### src/rtl/core_if_id.sv
// IF->ID pipeline register with valid/ready on both sides and an optional
// skid entry (CORE_IF_ID_SKID_EN) so that if_ready_out comes from a flop.
// Ports: clk, rst (sync, active-high); fetch side if_valid_in, if_ready_out,
// inst_in, inst_addr_in; flush_in; decode side id_ready_in, id_valid_out,
// inst_out, inst_addr_out.
// Without CORE_IF_ID_SKID_EN, if_ready_out = id_ready_in | ~main valid.
module core_if_id #(
  parameter int                INST_W   = 32,
  parameter int                ADDR_W   = 32,
  parameter logic [INST_W-1:0] NOP_INST = 32'h0000_0013
) (
  input  logic              clk,
  input  logic              rst,
  input  logic              if_valid_in,
  output logic              if_ready_out,
  input  logic [INST_W-1:0] inst_in,
  input  logic [ADDR_W-1:0] inst_addr_in,
  input  logic              flush_in,
  input  logic              id_ready_in,
  output logic              id_valid_out,
  output logic [INST_W-1:0] inst_out,
  output logic [ADDR_W-1:0] inst_addr_out
);

  logic              m_v_q, m_v_d;
  logic [INST_W-1:0] m_inst_q, m_inst_d;
  logic [ADDR_W-1:0] m_addr_q, m_addr_d;
  logic              advance;
  logic              accept;

`ifdef CORE_IF_ID_SKID_EN
  logic              s_v_q, s_v_d;
  logic [INST_W-1:0] s_inst_q, s_inst_d;
  logic [ADDR_W-1:0] s_addr_q, s_addr_d;

  assign if_ready_out = ~s_v_q;
`else
  assign if_ready_out = id_ready_in | ~m_v_q;
`endif

  assign advance = id_ready_in | ~m_v_q;
  assign accept  = if_valid_in & if_ready_out;

  assign id_valid_out  = m_v_q;
  assign inst_out      = m_inst_q;
  assign inst_addr_out = m_addr_q;

  always_comb begin
    m_v_d    = m_v_q;
    m_inst_d = m_inst_q;
    m_addr_d = m_addr_q;
`ifdef CORE_IF_ID_SKID_EN
    s_v_d    = s_v_q;
    s_inst_d = s_inst_q;
    s_addr_d = s_addr_q;
`endif
    if (flush_in) begin
      // Bubble out; address is left as-is.
      m_v_d    = 1'b0;
      m_inst_d = NOP_INST;
`ifdef CORE_IF_ID_SKID_EN
      s_v_d    = 1'b0;
`endif
    end else if (advance) begin
`ifdef CORE_IF_ID_SKID_EN
      if (s_v_q) begin
        // Skid drains first to keep program order.
        m_v_d    = 1'b1;
        m_inst_d = s_inst_q;
        m_addr_d = s_addr_q;
        s_v_d    = accept;
        if (accept) begin
          s_inst_d = inst_in;
          s_addr_d = inst_addr_in;
        end
      end else if (accept) begin
        m_v_d    = 1'b1;
        m_inst_d = inst_in;
        m_addr_d = inst_addr_in;
      end else begin
        m_v_d    = 1'b0;
        m_inst_d = NOP_INST;
      end
`else
      if (accept) begin
        m_v_d    = 1'b1;
        m_inst_d = inst_in;
        m_addr_d = inst_addr_in;
      end else begin
        m_v_d    = 1'b0;
        m_inst_d = NOP_INST;
      end
`endif
    end
`ifdef CORE_IF_ID_SKID_EN
    else if (accept) begin
      // Main stalled: park the beat; ready drops next cycle.
      s_v_d    = 1'b1;
      s_inst_d = inst_in;
      s_addr_d = inst_addr_in;
    end
`endif
  end

  always_ff @(posedge clk) begin
    if (rst) begin
      m_v_q    <= 1'b0;
      m_inst_q <= NOP_INST;
      m_addr_q <= '0;
`ifdef CORE_IF_ID_SKID_EN
      s_v_q    <= 1'b0;
      s_inst_q <= NOP_INST;
      s_addr_q <= '0;
`endif
    end else begin
      m_v_q    <= m_v_d;
      m_inst_q <= m_inst_d;
      m_addr_q <= m_addr_d;
`ifdef CORE_IF_ID_SKID_EN
      s_v_q    <= s_v_d;
      s_inst_q <= s_inst_d;
      s_addr_q <= s_addr_d;
`endif
    end
  end

endmodule

### config.mk
export PLATFORM = sky130hd
export DESIGN_NAME = core_if_id
export DESIGN_NICKNAME = d
export VERILOG_FILES = /design/src/rtl/core_if_id.sv
export SDC_FILE = /design/constraint.sdc
export NUM_CORES = 1
export LEC_CHECK = 0
export ABC_AREA = 1
export BUFFER_PORTS_ARGS = -buffer_cell sky130_fd_sc_hd__buf_2
export CORE_MARGIN = 10
export CORE_UTILIZATION = 41
export CTS_BUF_LIST = sky130_fd_sc_hd__clkbuf_16
export CTS_CLUSTER_SIZE = 24
export DETAILED_ROUTE_END_ITERATION = 10
export PLACE_DENSITY_LB_ADDON = 0.25
export SYNTH_ARGS = -nofsm -noshare
export SYNTH_HDL_FRONTEND = slang
export SYNTH_SLANG_ARGS = --single-unit
### constraint.sdc
create_clock -name clk -period 1.6 [get_ports clk]
set_input_delay 0 -clock clk [delete_from_list [all_inputs] [get_ports clk]]
set_output_delay 0 -clock clk [all_outputs]
set_load 0.01 [all_outputs]
==> run_results.csv, run 1 <==
group,metric,value,unit
critical_path,worstSetupEndpointType,"flip-flop",
timing,period_needed,1.33,ns
route,drtIter0Drc,115,
critical_path,critPathLaunch,"rst",
critical_path,crit_fanout,3,
synthesis,syn_nets,493,
route,via_count,3105,
outcome,outcome,"finished, final reports clean",
min_path,whs_path_depth,5,
synthesis,synth_cells,424,
timing,setup_ws,0.267,ns
route,drtPass1Iterations,4,
synthesis,synth-edff-count,0,
critical_path,r2r_cells,5,
die,dieArea,10800,um^2
synthesis,yosysSeqAreaShare,44.9,%
layout,fill_cells,654,
timing,fin_setup_tns,0,ns
timing,rsz0062_at_grt,"no",
layout,diodes,0,
power,p_leak,2.38,nW
power,power.switching,0.00101,W
route,routed_wl,9300,um
synthesis,synth_warnings,0,
grt,grt_remaining_overflow,0,
critical_path,cp_common_cell,"dlygate4sd3_1",
clocking,clkSinkCount,65,
synthesis,synth_common_cells,"99 x inv_1, 96 x nand2_1, 65 x dfxtp_1",
timing,slew_violations,0,
clocking,cts.clk_slew.worst_paths,0.05,ns
synthesis,synth_top_area_share,44.9,%
grt,grt.total_usage,16.9,%
timing,worst_pin_slew,0.388,ns
grt,grt_pass1_vias,3129,
grt,grt_pass1_wl,15400,um
placed_design,hpwl,6210,um
route,drc_errors,0,
placed_design,portBuffers,134,
route,via_per_inst,4.48,
die,die-height,104,um
power,seqPwrFrac,41.7,%
power,p_int,0.00316,W
synthesis,synth.most_common_cell,"inv_1",
clocking,clockRootBuffer,"clkbuf_16",
critical_path,critPathLaunchType,"primary input",
clocking,post_cts_resized,0,
layout,layout-drive-gt1-share,27.1,%
grt,antenna_found_initial,0,
clocking,insertion_delay,0.32,ns
critical_path,worstSetupPathType,"primary input to flip-flop",
die,die_x,104,um
route,drtAntennaViolNets,0,
layout,layout.nets,661,
power,power.density,973,nW/um^2
critical_path,crit_chain,"dlygate4sd3_1 > buf_2 > nor2_2 > dlygate4sd3_1 > nand3_1",
critical_path,r2r_end,"inst_addr_out[15]",
layout,seq_area,1300,um^2
die,initial_core_util,42.4,%
clocking,ctsLongestPathBuffers,2,
synthesis,synth_flop_cell,"dfxtp_1",
run,max_cap_viol_count,0,
power,pwr-share-comb,14.8,%
clocking,hold_buffers,42,
power,total_power,0.00417,W
synthesis,synth_area_leaders,"dfxtp_1 45%, inv_1 13%, nand2_1 12%",
synthesis,synth.distinct_cells,16,
clocking,post_cts_buffers,0,
placed_design,pre_cts_ws,0.390,ns
clocking,h-tree-depth,3,
critical_path,required,1.80,ns
route,wl_per_cell,13.4,um
die,ios,135,
synthesis,synth_top_area_cell,"dfxtp_1",
critical_path,cpPeakStageDelay,0.65,ns
timing,post-route-period-util,83.3,%
power,max-vdd-ir-drop,0.000571,V
timing,worst_clock_skew,0.00383,ns
clocking,cts_tree,"done",
clocking,cts_buffers,9,
die,num_rows,30,
synthesis,async_flop_share,0,%
timing,slew-limit-headroom,74.1,%
power,p_sw_share,24.2,%
timing,hold_viol,0,
critical_path,reg2reg_slack,0.37,ns
power,power_frac_clock,43.5,%
layout,syn_to_final_growth,48.0,%
synthesis,syn_avg_cell_area,6.84,um^2
critical_path,r2r_start,"id_valid_out",
synthesis,netlist_area,2900,um^2
critical_path,critical_path_arrival,1.54,ns
critical_path,cp-endpoint,"inst_out[1]",
synthesis,ys_ff_latch,65,
grt,grt_max_degree,33,
die,core-area,6830,um^2
placed_design,gp_congestion,0.806,
min_path,hold_class,"primary input to flip-flop",
timing,setup_viol,0,
layout,multi_input_area,1040,um^2
timing,fmax,0.750,GHz
critical_path,cp_slowest_cell,"dlygate4sd3_1",
-- state kept, by name, summed over array words and instances (netlist names) --
register and count:
id_valid_out 1, inst_out 32, inst_addr_out 32
-- cell usage in the layout, fill, tap and decap left out, drive strengths merged --
cell type / count
bufinv: 1
nand2: 97
dlygate4sd3: 42
nand4: 32
inv: 105
nor2: 33
dfxtp: 65
nand3: 33
clkinv: 3
o21ai: 3
buf: 144
clkbuf: 9
a21oi: 30
-- through the flow --
step	cell area, um^2	hold slack (ns)	cells	utilization, %
final	4290	0.00594	693	62.8
after global routing	4290	0.0184	693	62.8
after CTS	4290	0.00234	693	62.8
after detailed placement	3590	0.268	635	52.6
after global placement	3590	0.264	635	52.6
after floorplan	2900	0.120	424	-
-- area by class of cell --
class,instances,share of cell area [%]
inverters,102,8.92
repair buffers,186,27.2
clock buffers,9,5.25
flip-flops and latches,65,30.3
clock inverters,7,1.28
well taps,96,2.80
multi-input cells,228,24.3
-- cells by family after synthesis --
| logic type | Yosys count | share of synthesized area (%) |
|---|---|---|
| buffers and inverters | 131 | 19.2 |
| flip-flops | 65 | 44.9 |
| AND/OR/NAND/NOR | 195 | 30.2 |
| AO/OA/AOI/OAI | 33 | 5.70 |
-- worst min path at each step --
stage / startpoint / to / slack, ns
global placement: rst / inst_out[0] / 0.26
floorplan: rst / inst_out[0] / 0.12
global route: inst_addr_in[2] / inst_addr_out[2] / 0.02
finish: inst_addr_in[14] / inst_addr_out[14] / 0.006
CTS: inst_addr_in[2] / inst_addr_out[2] / 0.002
detailed placement: inst_in[1] / inst_out[1] / 0.27
-- metal layers --
layer  vias up  wire [um]  GRT usage, %
met4         0        128          7.65
met5         -          0             0
met3        10        790          6.20
met1      1356       3880          19.4
li1       1623          -             -
met2       116       4490          27.5
-- worst max-delay path, delay by kind of cell --
family,cells,cell delay [ns]
simple gates,2,0.23
buf+inv,3,1.31
-- power by group through the flow --
stage	combinational [W]	clock [W]	sequential, W
2_1_floorplan	0.000279	0	0.00181
3_3_place_gp	0.000525	0	0.00177
3_5_place_dp	0.000534	0	0.00177
4_1_cts	0.000618	0.00187	0.00174
5_1_grt	0.000699	0.00194	0.00175
6_report	0.000617	0.00182	0.00174
Power figures use the tool's default switching activity.
==> run 2: changes to the inputs <==
==> constraint.sdc (replaced) <==
create_clock -name clk -period 1.2 [get_ports clk]
set_input_delay 0 -clock clk [delete_from_list [all_inputs] [get_ports clk]]
set_output_delay 0 -clock clk [all_outputs]
set_load 0.01 [all_outputs]
==> run_results.csv, run 2 (synthesized netlist as in run 1, its figures left out) <==
group,metric,value,unit
critical_path,r2r_cells,5,
min_path,hold_class,"primary input to flip-flop",
die,die-height,104,um
route,drtIter0Drc,231,
grt,grt_max_degree,36,
timing,slew_violations,0,
outcome,outcome,"finished, final reports clean",
critical_path,critPathLaunchType,"flip-flop",
power,power.density,1320,nW/um^2
critical_path,crit_fanout,22,
grt,antenna_found_initial,0,
layout,layout-drive-gt1-share,28.2,%
clocking,clkSinkCount,65,
grt,grt_pass1_wl,15500,um
die,core-area,6830,um^2
critical_path,worstSetupEndpointType,"output pin",
critical_path,critical_path_depth,3,
die,num_rows,30,
layout,syn_to_final_growth,49.1,%
clocking,cts.clk_slew.worst_paths,0.06,ns
run,max_cap_viol_count,0,
placed_design,portBuffers,134,
layout,layout.nets,657,
layout,final_cells,689,
critical_path,crit_chain,"nand2_4 > buf_12 > buf_2",
layout,mostFrequentLayoutCell,"buf_2",
route,via_per_inst,4.56,
grt,grt.total_usage,16.9,%
timing,rsz0062_at_grt,"no",
clocking,cts_buffers,9,
placed_design,place_inst,635,
clocking,clockRootBuffer,"clkbuf_16",
route,routed_wl,9460,um
timing,setup_viol,0,
clocking,insertion_delay,0.32,ns
timing,worst_clock_skew,0.00561,ns
placed_design,place_area,3620,um^2
critical_path,cpPeakStageDelay,0.33,ns
critical_path,critPathLaunch,"id_valid_out",
power,total_power,0.00572,W
critical_path,critical_path.top_delay_family,"flip-flops",
critical_path,reg2reg_slack,0.11,ns
min_path,whs_path_depth,5,
route,drc_errors,0,
die,die_x,104,um
placed_design,hpwl,6100,um
critical_path,cp_slowest_cell,"dfxtp_2",
critical_path,cp-endpoint,"if_ready_out",
clocking,ctsLongestPathBuffers,2,
layout,layout_common_cells,"134 x buf_2, 99 x inv_1, 96 x nand2_1",
layout,diodes,0,
grt,grt_remaining_overflow,0,
critical_path,required,1.20,ns
route,via_count,3145,
timing,post-route-period-util,94.1,%
clocking,h-tree-depth,3,
timing,worst_pin_slew,0.331,ns
critical_path,crit_buf_inv,2,
placed_design,gp_congestion,0.735,
die,dieArea,10800,um^2
route,drtAntennaViolNets,0,
timing,fmax,0.885,GHz
die,ios,135,
route,drtPass1Iterations,4,
power,p_leak,2.36,nW
critical_path,r2r_start,"id_valid_out",
timing,period_needed,1.13,ns
route,wl_per_cell,13.7,um
clocking,cts_tree,"done",
layout,design_area,4320,um^2
critical_path,r2r_end,"inst_out[18]",
timing,slew-limit-headroom,78.0,%
critical_path,worstSetupPathType,"flip-flop to output pin",
power,max-vdd-ir-drop,0.000807,V
grt,grt_pass1_vias,3221,
die,initial_core_util,42.4,%
timing,hold_viol,0,
critical_path,critical_path_arrival,1.13,ns
## run 2: cell count changes in the layout (fill, tap and decap cells not counted)
cell / change
buf_4: -4
clkinv_2: -1
buf_12: +3
inv_1: -3
clkinvlp_4: +2
buf_8: +1
clkinv_4: +2
dlygate4sd3_1: -5
dfxtp_2: +1
nand3_4: +1
dfxtp_1: -1
## run 2: worst register-to-register path, stage by stage (launching register included)
cell and delay, ns:
dfxtp_2 0.35, nand2_4 0.11, inv_2 0.09, buf_12 0.17
nand2_1 0.10, a21oi_1 0.19
## run 2: power by group
group / leakage, nW / switching, W / internal [W]
Combinational: 1.69 / 0.000446 / 0.000386
Sequential: 0.533 / 0.0000529 / 0.00227
Clock: 0.139 / 0.000967 / 0.00160
## run 2: what timing repair did
item	4_1_cts	5_1_grt
endpoints found under the setup margin	1	33
resized for setup	1	6
pin swaps	0	1
hold endpoints to repair	35	0
gates cloned	0	1
hold buffers	37	0
buffers inserted	0	0
## run 2: worst min path at each step
| stage | from | to | slack, ns |
|---|---|---|---|
| 2_1_floorplan | rst | inst_out[0] | 0.12 |
| 3_3_place_gp | inst_in[0] | inst_out[0] | 0.26 |
| 3_5_place_dp | inst_in[0] | inst_out[0] | 0.26 |
| 4_1_cts | inst_addr_in[6] | inst_addr_out[6] | 0.001 |
| 5_1_grt | inst_addr_in[13] | inst_addr_out[13] | 0.02 |
| 6_report | inst_addr_in[16] | inst_addr_out[16] | 0.004 |
## run 2: layer usage
layer | wire length, um | track usage (%) | vias to the layer above
li1 | - | - | 1614
met1 | 4080 | 19.1 | 1400
met2 | 4400 | 27.8 | 113
met3 | 807 | 7.06 | 18
met4 | 172 | 6.46 | 0
met5 | 0 | 0 | -
## run 2: cell type report
type	instances	area, um^2
fill	642	2510
sequential	65	1300
timing repair buffer	181	1160
multi-input combinational	229	1060
inverter	102	383
clock buffer	9	225
tap	96	120
clock inverter	7	71.3
## run 2: per-stage QoR
| stage | worst slack, ns | TNS [ns] | util (%) | hold slack (ns) |
|---|---|---|---|---|
| 5_1_grt | 0.0206 | 0 | 63.3 | 0.0243 |
| 2_1_floorplan | 0.171 | 0 | - | 0.120 |
| 4_1_cts | -0.00481 | -0.00481 | 62.7 | 0.00120 |
| 6_report | 0.0704 | 0 | 63.3 | 0.00371 |
| 3_5_place_dp | 0.0314 | 0 | 52.9 | 0.261 |
| 3_3_place_gp | 0.0907 | 0 | 52.9 | 0.261 |
